--- src/rtl/ghost_mode_ctrl.sv ---
// ghost_mode_ctrl: four-ghost CHASE/FRIGHTEN/DEAD controller with a shared
// frighten timer, eat-chain scoring, per-ghost dead timers and player death.
// Ports: clock, reset (sync, active high), tick (frame strobe), pellet_eaten,
//   player_x/y, packed ghost_x/y (slice i = ghost i) -> ghost_mode (2b/ghost),
//   frighten_flash, ghost_eaten (pulse), score_add (pulse cycle), game_over.
`ifndef WIDTH
`define WIDTH 320
`endif
`ifndef HEIGHT
`define HEIGHT 240
`endif

module ghost_mode_ctrl #(
  parameter int FRIGHTEN_TICKS = 360,
  parameter int FLASH_TICKS    = 120,
  parameter int DEAD_TICKS     = 180,
  parameter int HIT_RADIUS     = 8,
  localparam int XW = $clog2(`WIDTH),
  localparam int YW = $clog2(`HEIGHT)
) (
  input  logic          clock,
  input  logic          reset,
  input  logic          tick,
  input  logic          pellet_eaten,
  input  logic [XW-1:0] player_x,
  input  logic [YW-1:0] player_y,
  input  logic [4*XW-1:0] ghost_x,
  input  logic [4*YW-1:0] ghost_y,
  output logic [7:0]    ghost_mode,
  output logic          frighten_flash,
  output logic [3:0]    ghost_eaten,
  output logic [11:0]   score_add,
  output logic          game_over
);

  localparam int FW = $clog2(FRIGHTEN_TICKS + 1);
  localparam int DW = $clog2(DEAD_TICKS + 1);

  typedef enum logic [1:0] {
    CHASE  = 2'b00,
    FRIGHT = 2'b01,
    DEAD   = 2'b10
  } gmode_t;

  gmode_t        r_mode [4];
  logic [DW-1:0] r_dead [4];
  logic [FW-1:0] r_fr;
  logic [1:0]    r_chain;
  logic          r_pend;
  logic          r_go;
  logic [3:0]    r_eaten;
  logic [11:0]   r_score;

  gmode_t        w_m1     [4];
  gmode_t        w_mode_n [4];
  logic [DW-1:0] w_dead_n [4];
  logic [XW-1:0] w_dx     [4];
  logic [YW-1:0] w_dy     [4];
  logic [3:0]    w_hit;
  logic [3:0]    w_eat;
  logic          w_pel;
  logic          w_die;
  logic          w_expire;
  logic [FW-1:0] w_fr1;
  logic [FW-1:0] w_fr_n;
  logic [1:0]    w_pos;
  logic [11:0]   w_score;
  logic [DW-1:0] w_d;

  // Unsigned distance per axis, computed by larger-minus-smaller.
  always_comb begin
    for (int i = 0; i < 4; i++) begin
      logic [XW-1:0] gx;
      logic [YW-1:0] gy;
      gx = ghost_x[i*XW +: XW];
      gy = ghost_y[i*YW +: YW];
      w_dx[i] = (player_x >= gx) ? player_x - gx : gx - player_x;
      w_dy[i] = (player_y >= gy) ? player_y - gy : gy - player_y;
      w_hit[i] = (w_dx[i] < XW'(HIT_RADIUS)) &&
                 (w_dy[i] < YW'(HIT_RADIUS));
    end
  end

  always_comb begin
    w_pel    = r_pend | pellet_eaten;
    w_fr1    = w_pel ? FW'(FRIGHTEN_TICKS) : r_fr;
    w_pos    = w_pel ? 2'd0 : r_chain;
    w_die    = 1'b0;
    w_eat    = '0;
    w_score  = '0;
    w_d      = '0;
    w_expire = (w_fr1 == FW'(1));
    w_fr_n   = (w_fr1 != '0) ? w_fr1 - FW'(1) : '0;
    for (int i = 0; i < 4; i++) begin
      w_m1[i]     = (w_pel && r_mode[i] != DEAD) ? FRIGHT : r_mode[i];
      w_mode_n[i] = w_m1[i];
      w_dead_n[i] = r_dead[i];
      if (w_hit[i] && w_m1[i] == CHASE) w_die = 1'b1;
    end
    // Ascending index order sets each eaten ghost's chain position.
    for (int i = 0; i < 4; i++) begin
      if (w_hit[i] && w_m1[i] == FRIGHT) begin
        w_eat[i]    = 1'b1;
        w_score     = w_score + (12'd200 << w_pos);
        w_pos       = (w_pos == 2'd3) ? 2'd3 : w_pos + 2'd1;
        w_mode_n[i] = DEAD;
        w_dead_n[i] = DW'(DEAD_TICKS);
      end
    end
    // Dead timers send ghosts to CHASE only, regardless of frighten state.
    for (int i = 0; i < 4; i++) begin
      if (w_mode_n[i] == DEAD) begin
        w_d = (w_dead_n[i] != '0) ? w_dead_n[i] - DW'(1) : '0;
        w_dead_n[i] = w_d;
        if (w_d == '0) w_mode_n[i] = CHASE;
      end else if (w_mode_n[i] == FRIGHT && w_expire) begin
        w_mode_n[i] = CHASE;
      end
    end
  end

  always_ff @(posedge clock) begin
    if (reset) begin
      r_fr    <= '0;
      r_chain <= '0;
      r_pend  <= 1'b0;
      r_go    <= 1'b0;
      r_eaten <= '0;
      r_score <= '0;
      for (int i = 0; i < 4; i++) begin
        r_mode[i] <= CHASE;
        r_dead[i] <= '0;
      end
    end else begin
      r_eaten <= '0;
      r_score <= '0;
      if (!r_go) begin
        if (tick) begin
          if (w_die) begin
            r_go <= 1'b1;
          end else begin
            r_pend  <= 1'b0;
            r_fr    <= w_fr_n;
            r_chain <= w_pos;
            r_eaten <= w_eat;
            r_score <= w_score;
            for (int i = 0; i < 4; i++) begin
              r_mode[i] <= w_mode_n[i];
              r_dead[i] <= w_dead_n[i];
            end
          end
        end else if (pellet_eaten) begin
          r_pend <= 1'b1;
        end
      end
    end
  end

  for (genvar g = 0; g < 4; g++) begin : g_pack
    assign ghost_mode[2*g +: 2] = r_mode[g];
  end

  assign frighten_flash = (r_fr != '0) && (r_fr <= FW'(FLASH_TICKS));
  assign ghost_eaten    = r_eaten;
  assign score_add      = r_score;
  assign game_over      = r_go;

endmodule

--- config.mk ---
export PLATFORM = sky130hd
export DESIGN_NAME = ghost_mode_ctrl
export DESIGN_NICKNAME = d
export VERILOG_FILES = /design/src/rtl/ghost_mode_ctrl.sv
export SDC_FILE = /design/constraint.sdc
export NUM_CORES = 1
export LEC_CHECK = 0
export CAP_MARGIN = 15
export CELL_PAD_IN_SITES_DETAIL_PLACEMENT = 0
export CELL_PAD_IN_SITES_GLOBAL_PLACEMENT = 1
export CORE_ASPECT_RATIO = 0.8
export CORE_MARGIN = 2
export CORE_UTILIZATION = 49
export CTS_BUF_LIST = sky130_fd_sc_hd__clkbuf_16
export DETAILED_ROUTE_END_ITERATION = 6
export DONT_BUFFER_PORTS = 1
export HOLD_SLACK_MARGIN = 0.03
export PLACE_DENSITY = 0.9
export SETUP_SLACK_MARGIN = 0.05
export SLEW_MARGIN = 25
export SYNTH_ARGS = -nofsm -noshare
export SYNTH_HDL_FRONTEND = slang
export SYNTH_SLANG_ARGS = --single-unit
export TNS_END_PERCENT = 1
--- constraint.sdc ---
create_clock -name clock -period 8.2 [get_ports clock]
set_input_delay 0.82 -clock clock [delete_from_list [all_inputs] [get_ports clock]]
set_output_delay 0.82 -clock clock [all_outputs]
set_load 0.005 [all_outputs]
### After elaboration in Yosys (flattened, before gate mapping)

Memories as Yosys holds them, arrays and structs flattened.
Cells that the tools add are included.

| storage, ports and cells | value |
|---|---|
| bits in registers | 29 |
| bits in writable memories | 40 |
| input bits | 89 |
| output and inout bits | 26 |
| logic and storage cells | 214 |
| memories kept | 2 |

| operators by class | value |
|---|---|
| add/subtract/negate cells | 28 |
| magnitude comparators | 17 |
| equal/unequal tests | 22 |
| shift-type cells | 4 |
| muxes and demuxes | 84 |
| bitwise logic cells | 12 |
| reductions and logical operators | 39 |

Memory list:

| memory | words | bits a word | rd ports | clocked after Yosys merged registers in | wr ports | RTL line | RTL |
|---|---|---|---|---|---|---|---|
| r_dead | 4 | 8 | 4 | 0 | 4 | 46 | `logic [DW-1:0] r_dead [4];` |
| r_mode | 4 | 2 | 4 | 0 | 4 | 45 | `gmode_t r_mode [4];` |

Operators by type and width:

| cell | count |
|---|---|
| 2-to-1 mux 8 bit | 20 |
| subtractor 9 bit | 8 |
| 2-to-1 mux 2 bit | 33 |
| subtractor 8 bit | 8 |
| 2-to-1 mux 9 bit | 6 |
| 2-to-1 mux 12 bit | 4 |
| << shifter 8 x 2 -> 12 bit (first input constant) | 4 |
| adder 12 bit | 3 |
| >= comparator 9 bit | 4 |
| < comparator 9 x 4 -> 1 bit (second input constant) | 4 |
| >= comparator 8 bit | 4 |
| zero test 8 bit | 4 |
| < comparator 8 x 4 -> 1 bit (second input constant) | 4 |
| nonzero test 8 bit | 4 |
| subtractor 8 x 1 -> 8 bit (second input constant) | 4 |
| logical AND 1 bit | 21 |
| 2-to-1 mux 1 bit | 21 |
| nonzero test 9 bit | 2 |
| == test 2 x 1 -> 1 bit (second input constant) | 8 |
| == test 2 bit (second input constant) | 8 |
| inequality test 2 bit (second input constant) | 5 |
| == test 9 x 1 -> 1 bit (second input constant) | 1 |
| <= comparator 9 x 7 -> 1 bit (second input constant) | 1 |
| bitwise OR 1 bit | 9 |
| other kinds (7) | 16 |

### Longest topological paths before layout

Gate-level depths: netlist (run 1).

| logic depth | value |
|---|---|
| depth in word-level cells | 15 |
| mapped depth | 35 |
| depth with buffers taken out | 34 |

### Worst setup path before layout (run 1)

Ideal clock, no wire load.

| timing path | value |
|---|---|
| path type | input port to flip-flop |
| from | in player_x[4] |
| to | reg r_score[11], in the netlist score_add[11] |
| library setup time | 0.117 ns |
| data arrival time | 7.215 ns |
| setup slack | 0.868 ns |
| stages | 30 |
| buffers on the path | 2 |
| path through | inv_1 ha_1 and2_4 a221o_1 nor2b_1 nor2_2 mux4_2 nor2_4 nand3_1 buf_2 clkbuf_1 nor2_1 ha_1 inv_1 fa_1 mux2i_1 fa_1 or4_1 o21a_1 fa_1 a21oi_1 nor2_1 nor2_1 o21bai_1 a21oi_1 nor2b_1 o21ai_0 a21oi_1 xnor3_1 nor2_1 |

| on the way | value |
|---|---|
| word-level cells in the longest chain between the ends | 15 |

Ends and longest elaborated chain:

| element | RTL line | RTL |
|---|---|---|
| start, declared | 25 | `input logic [XW-1:0] player_x,` |
| parallel branches: the longest is 15 deep, another holds adder 12 bit | - |  |
| end signal, assigned | 146 | `r_score <= w_score;` |
| end, declared | 52 | `logic [11:0] r_score;` |

Several ways; the timed one is not identified.
A chain may end at the register's enable or synchronous reset.

### Worst setup path in the final report (run 1)

Same ends and word-level chain as after synthesis.

==> flow_summary_export.csv, run 1 <==
group,metric,value,unit
outcome,outcome,"completed",
critical_path,end_kind,"register",
floorplan,io_pins,115,
pwr,ir_worst_vdd,0.0800,mV
detailed_routing,drt_iter0_drc,771,
synthesis,synth_fa_ha_area_share,21.2,%
critical_path,r2r_cells,28,
min_path,worstHoldPathCells,1,
sta,whs,0.477,ns
clock_network,cts_buffers,9,
synthesis,ys_seq_area_share,15.9,%
synthesis,synthArstFlopShare,0,%
global_route,grt_pass1_vias,9454,
sta,rsz0062_at_grt,"no",
critical_path,start_kind,"input pin",
sta,final_max_slew_viol_count,0,
synthesis,synth_top_family_by_area,"compound AO/OA/AOI/OAI gates",
job,cap_violations,0,
detailed_routing,drt_pre_antenna_iters,5,
clock_network,clk_pin_slew,0.06,ns
clock_network,cts_hold_buf,0,
cells_and_area,final_common_cell,"ha_1",
critical_path,worst_path_max_delay_cell,"mux4_2",
placed_design,place_hpwl,23.6,mm
sta,max_freq,0.131,GHz
critical_path,worstSetupPathType,"in -> reg",
pwr,cellLeakagePower,4.95,nW
sta,final_hold_viol_count,0,
detailed_routing,vias_per_cell,6.27,
sta,max_slew.worst_pin.slew,1.04,ns
detailed_routing,dr_total_vias,10400,
clock_network,cts_sinks,66,
floorplan,coreArea,21600,um2
clock_network,cts-root-buf,"clkbuf_16",
global_route,antenna_found_initial,0,
global_route,grt_pass1_wl,47.7,mm
pwr,cellPowerDensity,120,nW/um2
clock_network,clockBufferDepth,2,
sta,fin_crit,7.65,ns
floorplan,die_w,170,um
synthesis,syn_inst,1414,
clock_network,cts_resized,0,
global_route,grt_util_all_layers,25.3,%
detailed_routing,antenna_left,0,
critical_path,slowest_delay,0.59,ns
sta,tns,0,ns
floorplan,rows,48,
detailed_routing,wl,30.0,mm
critical_path,arrival,7.84,ns
clock_network,htreeDepth,3,
placed_design,pre_cts_ws,0.297,ns
synthesis,synth-compound-area-share,26.9,%
cells_and_area,layout_common_cells,"179 x ha_1, 127 x inv_1, 127 x a21oi_1",
sta,max-slew-margin-rel,30.1,%
sta,fin_ws,0.548,ns
synthesis,syn_area,10800,um2
sta,finalCritPeriodShare,93.3,%
placed_design,gp_congestion,0.946,
detailed_routing,wl_per_cell,18.0,um
synthesis,synth_top_flop_cell,"edfxtp_1",
cells_and_area,drive_gt1_share,5.97,%
critical_path,critical_path_required,8.39,ns
global_route,grt_start_max_net_pins,55,
synthesis,synth_xor_area_share,3.52,%
min_path,hp-class,"reg -> reg",
placed_design,dpl-instance-area,11000,um2
clock_network,post_cts_buffers,0,
cells_and_area,layout.nets,1657,
synthesis,syn_area_per_cell,7.66,um2
cells_and_area,design_area,11400,um2
synthesis,synth_edf_count,40,
synthesis,ys_warn_count,0,
clock_network,tritoncts,"built",
cells_and_area,antenna_cells,0,
clock_network,insertion_delay,0.33,ns
synthesis,synth_seq_cells,66,
detailed_routing,drc,0,
synthesis,synth.distinct_cells,96,
sta,finClkSkew,0.00879,ns
floorplan,die-area,23300,um2
synthesis,synth-simple-area-share,23.4,%
cells_and_area,areaGrowthSynthToFinish,5.07,%
placed_design,portBuffers,0,
floorplan,die_h,137,um
synthesis,synthMuxAreaShare,2.10,%
global_route,overflow,0,
floorplan,start_util,50.1,%
sta,setup_viol,0,
critical_path,cp_max_fo,7,
synth_stat cells, types with 10 or more instances:
cell type,count,area share [%]
inv_1,127,4.4
nand2_1,95,3.3
a21oi_1,127,5.9
a21o_1,22,1.5
nor2b_1,28,1.6
and2_1,11,0.64
edfxtp_1,40,11
or4_1,15,1.0
or3_1,17,0.98
o211ai_1,22,1.5
nor4_1,20,1.2
buf_2,21,0.97
nor2_1,94,3.3
o21ai_0,72,3.3
dfxtp_1,26,4.8
ha_1,179,21
mux2i_1,16,1.5
a31oi_1,22,1.3
nand2b_1,19,1.1
nand3b_1,11,0.76
a211oi_1,12,0.83
nand4_1,27,1.6
o21bai_1,14,0.97
xor2_1,12,0.97
clkbuf_1,28,0.97
or2_2,10,0.58
xnor2_1,29,2.3
nor3_1,64,3.0
nand3_1,33,1.5
o21a_1,35,2.4
flip-flops by register name, indices dropped and copies added, names as in the netlist:
| register | count |
|---|---|
| r_mode | 8 |
| r_dead | 32 |
| ghost_eaten | 4 |
| game_over | 1 |
| r_fr | 9 |
| score_add | 9 |
| r_pend | 1 |
| r_chain | 2 |
metal layers:
metal,vias up,GRT usage [%],wire (um)
met4,0,3.66,272
met5,-,0,0
met2,353,40.2,13000
li1,5157,-,-
met1,4907,35.7,14200
met3,30,5.67,2530
cell type report:
type | instances | area [um2]
multi-input combinational | 1165 | 8370
clock inverter | 7 | 118
sequential | 66 | 1720
clock buffer | 9 | 225
fill | 2085 | 10200
timing repair buffer | 15 | 113
tap | 275 | 344
inverter | 129 | 490
per-stage QoR:
step | power (mW) | instances | utilization, %
6_report | 1.37 | 1666 | 52.6
5_1_grt | 1.44 | 1666 | 52.6
4_1_cts | 1.36 | 1666 | 52.6
3_5_place_dp | 0.912 | 1650 | 51.1
3_3_place_gp | 0.906 | 1650 | 51.1
2_1_floorplan | 0.809 | 1416 | -
worst paths after layout:
kind / startpoint / slack, ns / end
worst max-delay path: player_x[4] / 0.55 / score_add[11]
worst min register to register: r_chain[1] / 0.48 / r_chain[1]
worst max register to register: r_pend / 1.50 / score_add[11]
worst min-delay path: r_chain[1] / 0.48 / r_chain[1]
cells by family (layout without fill, tap and decap cells):
group | Yosys count | after routing
compound gates | 435 | 435
other cells | 1 | 3
flops | 66 | 66
fa+ha+maj | 182 | 182
buf+inv | 185 | 160
mux | 21 | 21
xor+xnor | 42 | 42
simple gates | 482 | 482
power breakdown:
part	internal, mW	total [mW]	leakage, nW	switching, mW
logic	0.208	0.514	4.14	0.306
clock network	0.296	0.448	0.158	0.151
registers	0.374	0.404	0.654	0.0293
total	0.879	1.37	4.95	0.487
critical path: cells and delay by family:
kind | cells | cell delay, ns
fa+ha+maj | 6 | 2.11
simple gates | 10 | 1.93
compound gates | 8 | 1.41
mux | 2 | 0.94
xor+xnor | 1 | 0.36
buf+inv | 3 | 0.25
Note: power is estimated with default switching activity, not from simulation.
==> run 2, diff against run 1 <==
--- a/config.mk
+++ b/config.mk
@@ -12,6 +12,7 @@
 export CORE_MARGIN = 2
 export CORE_UTILIZATION = 49
 export CTS_BUF_LIST = sky130_fd_sc_hd__clkbuf_16
+export CTS_CLUSTER_DIAMETER = 150
 export DETAILED_ROUTE_END_ITERATION = 6
 export DONT_BUFFER_PORTS = 1
 export HOLD_SLACK_MARGIN = 0.03
==> results of run 2 <==
No change in the layout: final DEF, timing and power equal those of run 1.
==> run 3, diff against run 2 <==
--- a/config.mk
+++ b/config.mk
@@ -16,10 +16,10 @@
 export DETAILED_ROUTE_END_ITERATION = 6
 export DONT_BUFFER_PORTS = 1
 export HOLD_SLACK_MARGIN = 0.03
-export PLACE_DENSITY = 0.9
+export PLACE_DENSITY = 0.79
 export SETUP_SLACK_MARGIN = 0.05
 export SLEW_MARGIN = 25
 export SYNTH_ARGS = -nofsm -noshare
 export SYNTH_HDL_FRONTEND = slang
 export SYNTH_SLANG_ARGS = --single-unit
-export TNS_END_PERCENT = 1
+export TNS_END_PERCENT = 50
==> flow_summary_export.csv, run 3 (same netlist as run 1, synthesis figures left out) <==
group,metric,value,unit
outcome,outcome,"completed",
min_path,hold_start,"r_chain[1]",
detailed_routing,drt_pre_antenna_iters,5,
detailed_routing,antenna_left,0,
cells_and_area,final_common_cell,"ha_1",
critical_path,worstSetupPathType,"in -> reg",
clock_network,clockBufferDepth,2,
sta,final_max_slew_viol_count,0,
detailed_routing,drc,0,
critical_path,crit_buf_inv,3,
sta,max_freq,0.131,GHz
floorplan,io_pins,115,
global_route,overflow,0,
critical_path,critical_path_required,8.41,ns
sta,max-slew-margin-rel,40.2,%
sta,finalCritPeriodShare,92.8,%
sta,final_hold_viol_count,0,
pwr,ir_worst_vdd,0.0734,mV
clock_network,cts_buffers,9,
cells_and_area,areaGrowthSynthToFinish,4.47,%
floorplan,die_h,137,um
critical_path,r2r_setup_slack,1.60,ns
critical_path,cp_top_family,"adder cells",
cells_and_area,layout_common_cells,"179 x ha_1, 128 x inv_1, 127 x a21oi_1",
cells_and_area,layout.nets,1659,
critical_path,start_kind,"input pin",
placed_design,portBuffers,0,
floorplan,rows,48,
critical_path,slowest_delay,0.58,ns
global_route,antenna_found_initial,0,
critical_path,reg2reg_from,"r_pend",
critical_path,r2r_cells,28,
clock_network,clk_pin_slew,0.06,ns
detailed_routing,wl,30.3,mm
critical_path,crit_start,"player_x[4]",
sta,rsz0062_at_grt,"no",
critical_path,rr_endpoint,"score_add[11]",
cells_and_area,fill_cells,2135,
sta,fin_crit,7.61,ns
min_path,worstHoldPathCells,1,
global_route,grt_pass1_vias,9371,
cells_and_area,drive_gt1_share,5.96,%
pwr,cellLeakagePower,4.93,nW
clock_network,htreeDepth,3,
cells_and_area,largest_reg_flops,32,
clock_network,cts_sinks,66,
sta,tns,0,ns
placed_design,gp_congestion,0.912,
critical_path,end_kind,"register",
floorplan,die_w,170,um
floorplan,start_util,50.1,%
floorplan,die-area,23300,um2
sta,max_slew.worst_pin.slew,0.893,ns
clock_network,cts_hold_buf,0,
sta,setup_viol,0,
cells_and_area,antenna_cells,0,
floorplan,coreArea,21600,um2
min_path,hold_path_end,"r_chain[1]",
cells_and_area,stdcell_count,1668,
global_route,grt_util_all_layers,26.0,%
critical_path,arrival,7.82,ns
detailed_routing,wl_per_cell,18.1,um
clock_network,cts_resized,0,
clock_network,tritoncts,"built",
placed_design,placedCellCount,1652,
job,cap_violations,0,
clock_network,insertion_delay,0.34,ns
min_path,hp-class,"reg -> reg",
detailed_routing,drt_iter0_drc,706,
clock_network,post_cts_buffers,0,
detailed_routing,vias_per_cell,6.15,
clock_network,cts-root-buf,"clkbuf_16",
placed_design,place_hpwl,23.8,mm
critical_path,worst_path_max_delay_cell,"mux4_2",
cells_and_area,regMostFlops,"r_dead",
detailed_routing,dr_total_vias,10300,
global_route,grt_pass1_wl,48.8,mm
sta,finClkSkew,0.0103,ns
critical_path,cp_max_fo,7,
pwr,cellPowerDensity,112,nW/um2
global_route,grt_start_max_net_pins,41,
[run 3: changes by cell type in the layout (fill, tap and decap cells not counted), sizes merged]
| cell | change |
|---|---|
| clkinv | +3 |
| bufinv | -3 |
| clkinvlp | -1 |
| inv | +1 |
| buf | +2 |
[run 3: cell type report]
type	instances	area (um2)	share of cell area, %
Multi-Input combinational cell	1165	8370	74.0
Inverter	129	490	4.33
Tap cell	275	344	3.04
Timing Repair Buffer	17	128	1.13
Clock buffer	9	225	1.99
Clock inverter	7	37.5	0.332
Sequential cell	66	1720	15.2
[run 3: worst max-delay path by stage]
stage                          endpoint  depth (start not counted)
after floorplan           score_add[11]                         30
after CTS                 score_add[11]                         30
final                     score_add[11]                         30
after detailed placement  score_add[11]                         30
after global placement    score_add[11]                         30
after global routing      score_add[11]                         30
[run 3: through the flow]
stage / power (mW) / setup slack [ns] / hold slack [ns] / utilization (%) / instance area, um2
6_report: 1.27 / 0.591 / 0.471 / 52.3 / 11300
5_1_grt: 1.35 / 0.159 / 0.500 / 52.3 / 11300
4_1_cts: 1.26 / 0.599 / 0.472 / 52.3 / 11300
3_5_place_dp: 0.914 / 0.278 / 0.459 / 51.1 / 11100
3_3_place_gp: 0.915 / 0.490 / 0.457 / 51.1 / 11100
2_1_floorplan: 0.809 / 0.868 / 0.442 / - / 10800
[run 3: metal layers]
metal	up-vias	track usage [%]	routed length [um]
met5	-	0	0
met4	0	4.27	294
met3	22	4.66	2040
met2	314	39.7	12500
met1	4764	38.5	15400
li1	5162	-	-
[run 3: worst reg2reg max path: cells and delay by family, from the launching register on]
| kind | cells | cell delay, ns |
|---|---|---|
| flops | 1 | 0.36 |
| xor+xnor | 1 | 0.38 |
| buf+inv | 2 | 0.19 |
| compound gates | 8 | 1.18 |
| simple gates | 10 | 2.15 |
| mux | 2 | 0.52 |
| fa+ha+maj | 5 | 1.70 |
[run 3: report_power, final]
group          internal (mW)  switching [mW]
logic                  0.209           0.305
clock network          0.201           0.147
registers              0.375          0.0296
==> RTL change (settings of run 2) <==
Change the macro `WIDTH` from 320 to 160.
--- a/src/rtl/ghost_mode_ctrl.sv
+++ b/src/rtl/ghost_mode_ctrl.sv
@@ -4,7 +4,7 @@
 //   player_x/y, packed ghost_x/y (slice i = ghost i) -> ghost_mode (2b/ghost),
 //   frighten_flash, ghost_eaten (pulse), score_add (pulse cycle), game_over.
 `ifndef WIDTH
-`define WIDTH 320
+`define WIDTH 160
 `endif
 `ifndef HEIGHT
 `define HEIGHT 240
Ports: changed (resized ghost_x and player_x); port bits go from 115 to 110. No check against the original RTL was run, so the function may have changed too.
==> RTL change against run 2 <==
Combinational power down 4.5%; design area fell by 5.6%; synthesized area down 5.8%; wire length decreased by 11%; setup slack improved by 0.22 ns; largest cell class unchanged; sequential cell count did not move; total power down 6.2%; final cell count is 6.8% lower; clock power is 14% lower.
==> RTL change: results (changes against run 2) <==
| Metric | Value |
|---|---|
| Critical R2R Launch | `r_mode[0][0] (was r_pend)` |
| First-pass GRT wire length | `43.2 mm (was 47.7 mm)` |
| Vias post-DR | `9349 (was 10400)` |
| Synth warn | `0 (unchanged)` |
| Hold EP | `r_fr[0] (was r_chain[1])` |
| R2R Setup Slk | `2.07 ns (was 1.50 ns)` |
| Worst Skew | `0.00967 ns (was 0.00879 ns)` |
| Setup bufs post-CTS | `0 (unchanged)` |
| Vias in the first global route | `8499 (was 9454)` |
| Slew margin rel. | `32.1% (was 30.1%)` |
| Layout cell share with drive strength beyond 1 | `6.15% (was 5.97%)` |
| Hold slack | `0.481 ns (was 0.477 ns)` |
| Clock buffer depth | `2 (unchanged)` |
| DR WL/cell | `17.1 microns (was 18.0 microns)` |
| CP Max Fanout | `13 (was 7)` |
| Max VDD drop | `0.0000931 V (was 0.0000800 V)` |
| Max-Cap Viols | `0 (unchanged)` |
| Biggest register | `r_dead (unchanged)` |
| Status | `finished clean (unchanged)` |
| Slowest cell on the critical path | `o31ai_1 (was mux4_2)` |
| Largest net degree at the start of global routing | `51 (was 55)` |
| GPL Wtd Cong | `0.957 (was 0.946)` |
| DP HPWL | `21.1 mm (was 23.6 mm)` |
| Hold Path Origin | `r_fr[0] (was r_chain[1])` |
| Seq/Total Area, Yosys | `16.9% (was 15.9%)` |
| Nets | `1537 (was 1657)` |
| Ranking of synthesized cells by area | `ha_1 (21%), edfxtp_1 (12%), a21oi_1 (5.7%) (was ha_1 (21%), edfxtp_1 (11%), a21oi_1 (5.9%))` |
| Netlist cell types | `92 (was 96)` |
| Inserted Diodes | `0 (unchanged)` |
| Commonest cells in the netlist | `ha_1 (171), inv_1 (129), a21oi_1 (117) (was ha_1 (179), a21oi_1 (127), inv_1 (127))` |
| Crit-path max cell delay | `0.65 ns (was 0.59 ns)` |
| 1st-iter DRT viols | `687 (was 771)` |
| Worst R2R Path Depth | `26 (was 28)` |
| Fillers | `1939 (was 2085)` |
| Antenna violations before repair | `0 (unchanged)` |
| Max reg flops | `32 (unchanged)` |
| DP Area | `10400 sq um (was 11000 sq um)` |
| Total track usage | `24.1% (was 25.3%)` |
| Leak | `5.02 nW (was 4.95 nW)` |
[RTL change: area by class of cell]
| type | instances | area [sq um] | share of cell area [%] |
|---|---|---|---|
| Inverter | 129 | 484 | 4.51 |
| Clock inverter | 7 | 68.8 | 0.641 |
| Tap cell | 269 | 337 | 3.13 |
| Timing Repair Buffer | 12 | 90.1 | 0.839 |
| Multi-Input combinational cell | 1061 | 7820 | 72.8 |
| Clock buffer | 9 | 225 | 2.10 |
| Sequential cell | 66 | 1720 | 16.0 |
[RTL change: stage by stage]
| stage | power [mW] | setup WS [ns] | std cells | utilization, % |
|---|---|---|---|---|
| 2_1_floorplan | 0.791 | 0.896 | 1298 | - |
| 3_3_place_gp | 0.887 | 0.602 | 1537 | 50.7 |
| 3_5_place_dp | 0.891 | 0.485 | 1537 | 50.7 |
| 4_1_cts | 1.28 | 0.833 | 1553 | 52.2 |
| 5_1_grt | 1.37 | 0.274 | 1553 | 52.2 |
| 6_report | 1.28 | 0.767 | 1553 | 52.2 |
[RTL change: kinds of logic after synthesis]
kind of cell / after synthesis / synth area share [%]
AND/OR/NAND/NOR: 417 / 21.4
AO/OA/AOI/OAI: 384 / 25.5
adder cells (fa/ha/maj): 174 / 21.6
buffers and inverters: 171 / 6.71
flip-flops: 66 / 16.9
XOR/XNOR: 47 / 4.18
multiplexers: 36 / 3.73
other: 1 / 0.0368
[RTL change: worst max-delay path, delay by kind of cell]
kind,cells,cell delay (ns)
AND/OR/NAND/NOR,4,0.80
XOR/XNOR,2,0.51
multiplexers,3,1.02
adder cells (fa/ha/maj),6,1.98
buffers and inverters,3,0.21
AO/OA/AOI/OAI,11,2.34
[RTL change: report_power, final]
| group | internal, mW | leakage (nW) | switching, mW |
|---|---|---|---|
| combinational | 0.200 | 4.23 | 0.291 |
| clock | 0.235 | 0.143 | 0.151 |
| sequential | 0.375 | 0.654 | 0.0295 |
[RTL change: worst max path at each step]
stage | startpoint | end | slack, ns | depth (start not counted)
after floorplan | player_y[1] | score_add[11] | 0.90 | 28
after global placement | player_x[5] | score_add[11] | 0.60 | 26
after detailed placement | player_x[5] | score_add[11] | 0.48 | 29
after CTS | player_x[5] | score_add[11] | 0.83 | 26
after global routing | player_x[5] | score_add[11] | 0.27 | 29
final | player_x[5] | score_add[11] | 0.77 | 29
[RTL change: per-layer routing]
metal	vias up	share of wire [%]	global-route usage, %
met4	0	2.0	5.36
li1	4710	-	-
met5	-	0	0
met2	291	43	36.4
met1	4314	49	35.8
met3	34	6.3	4.23
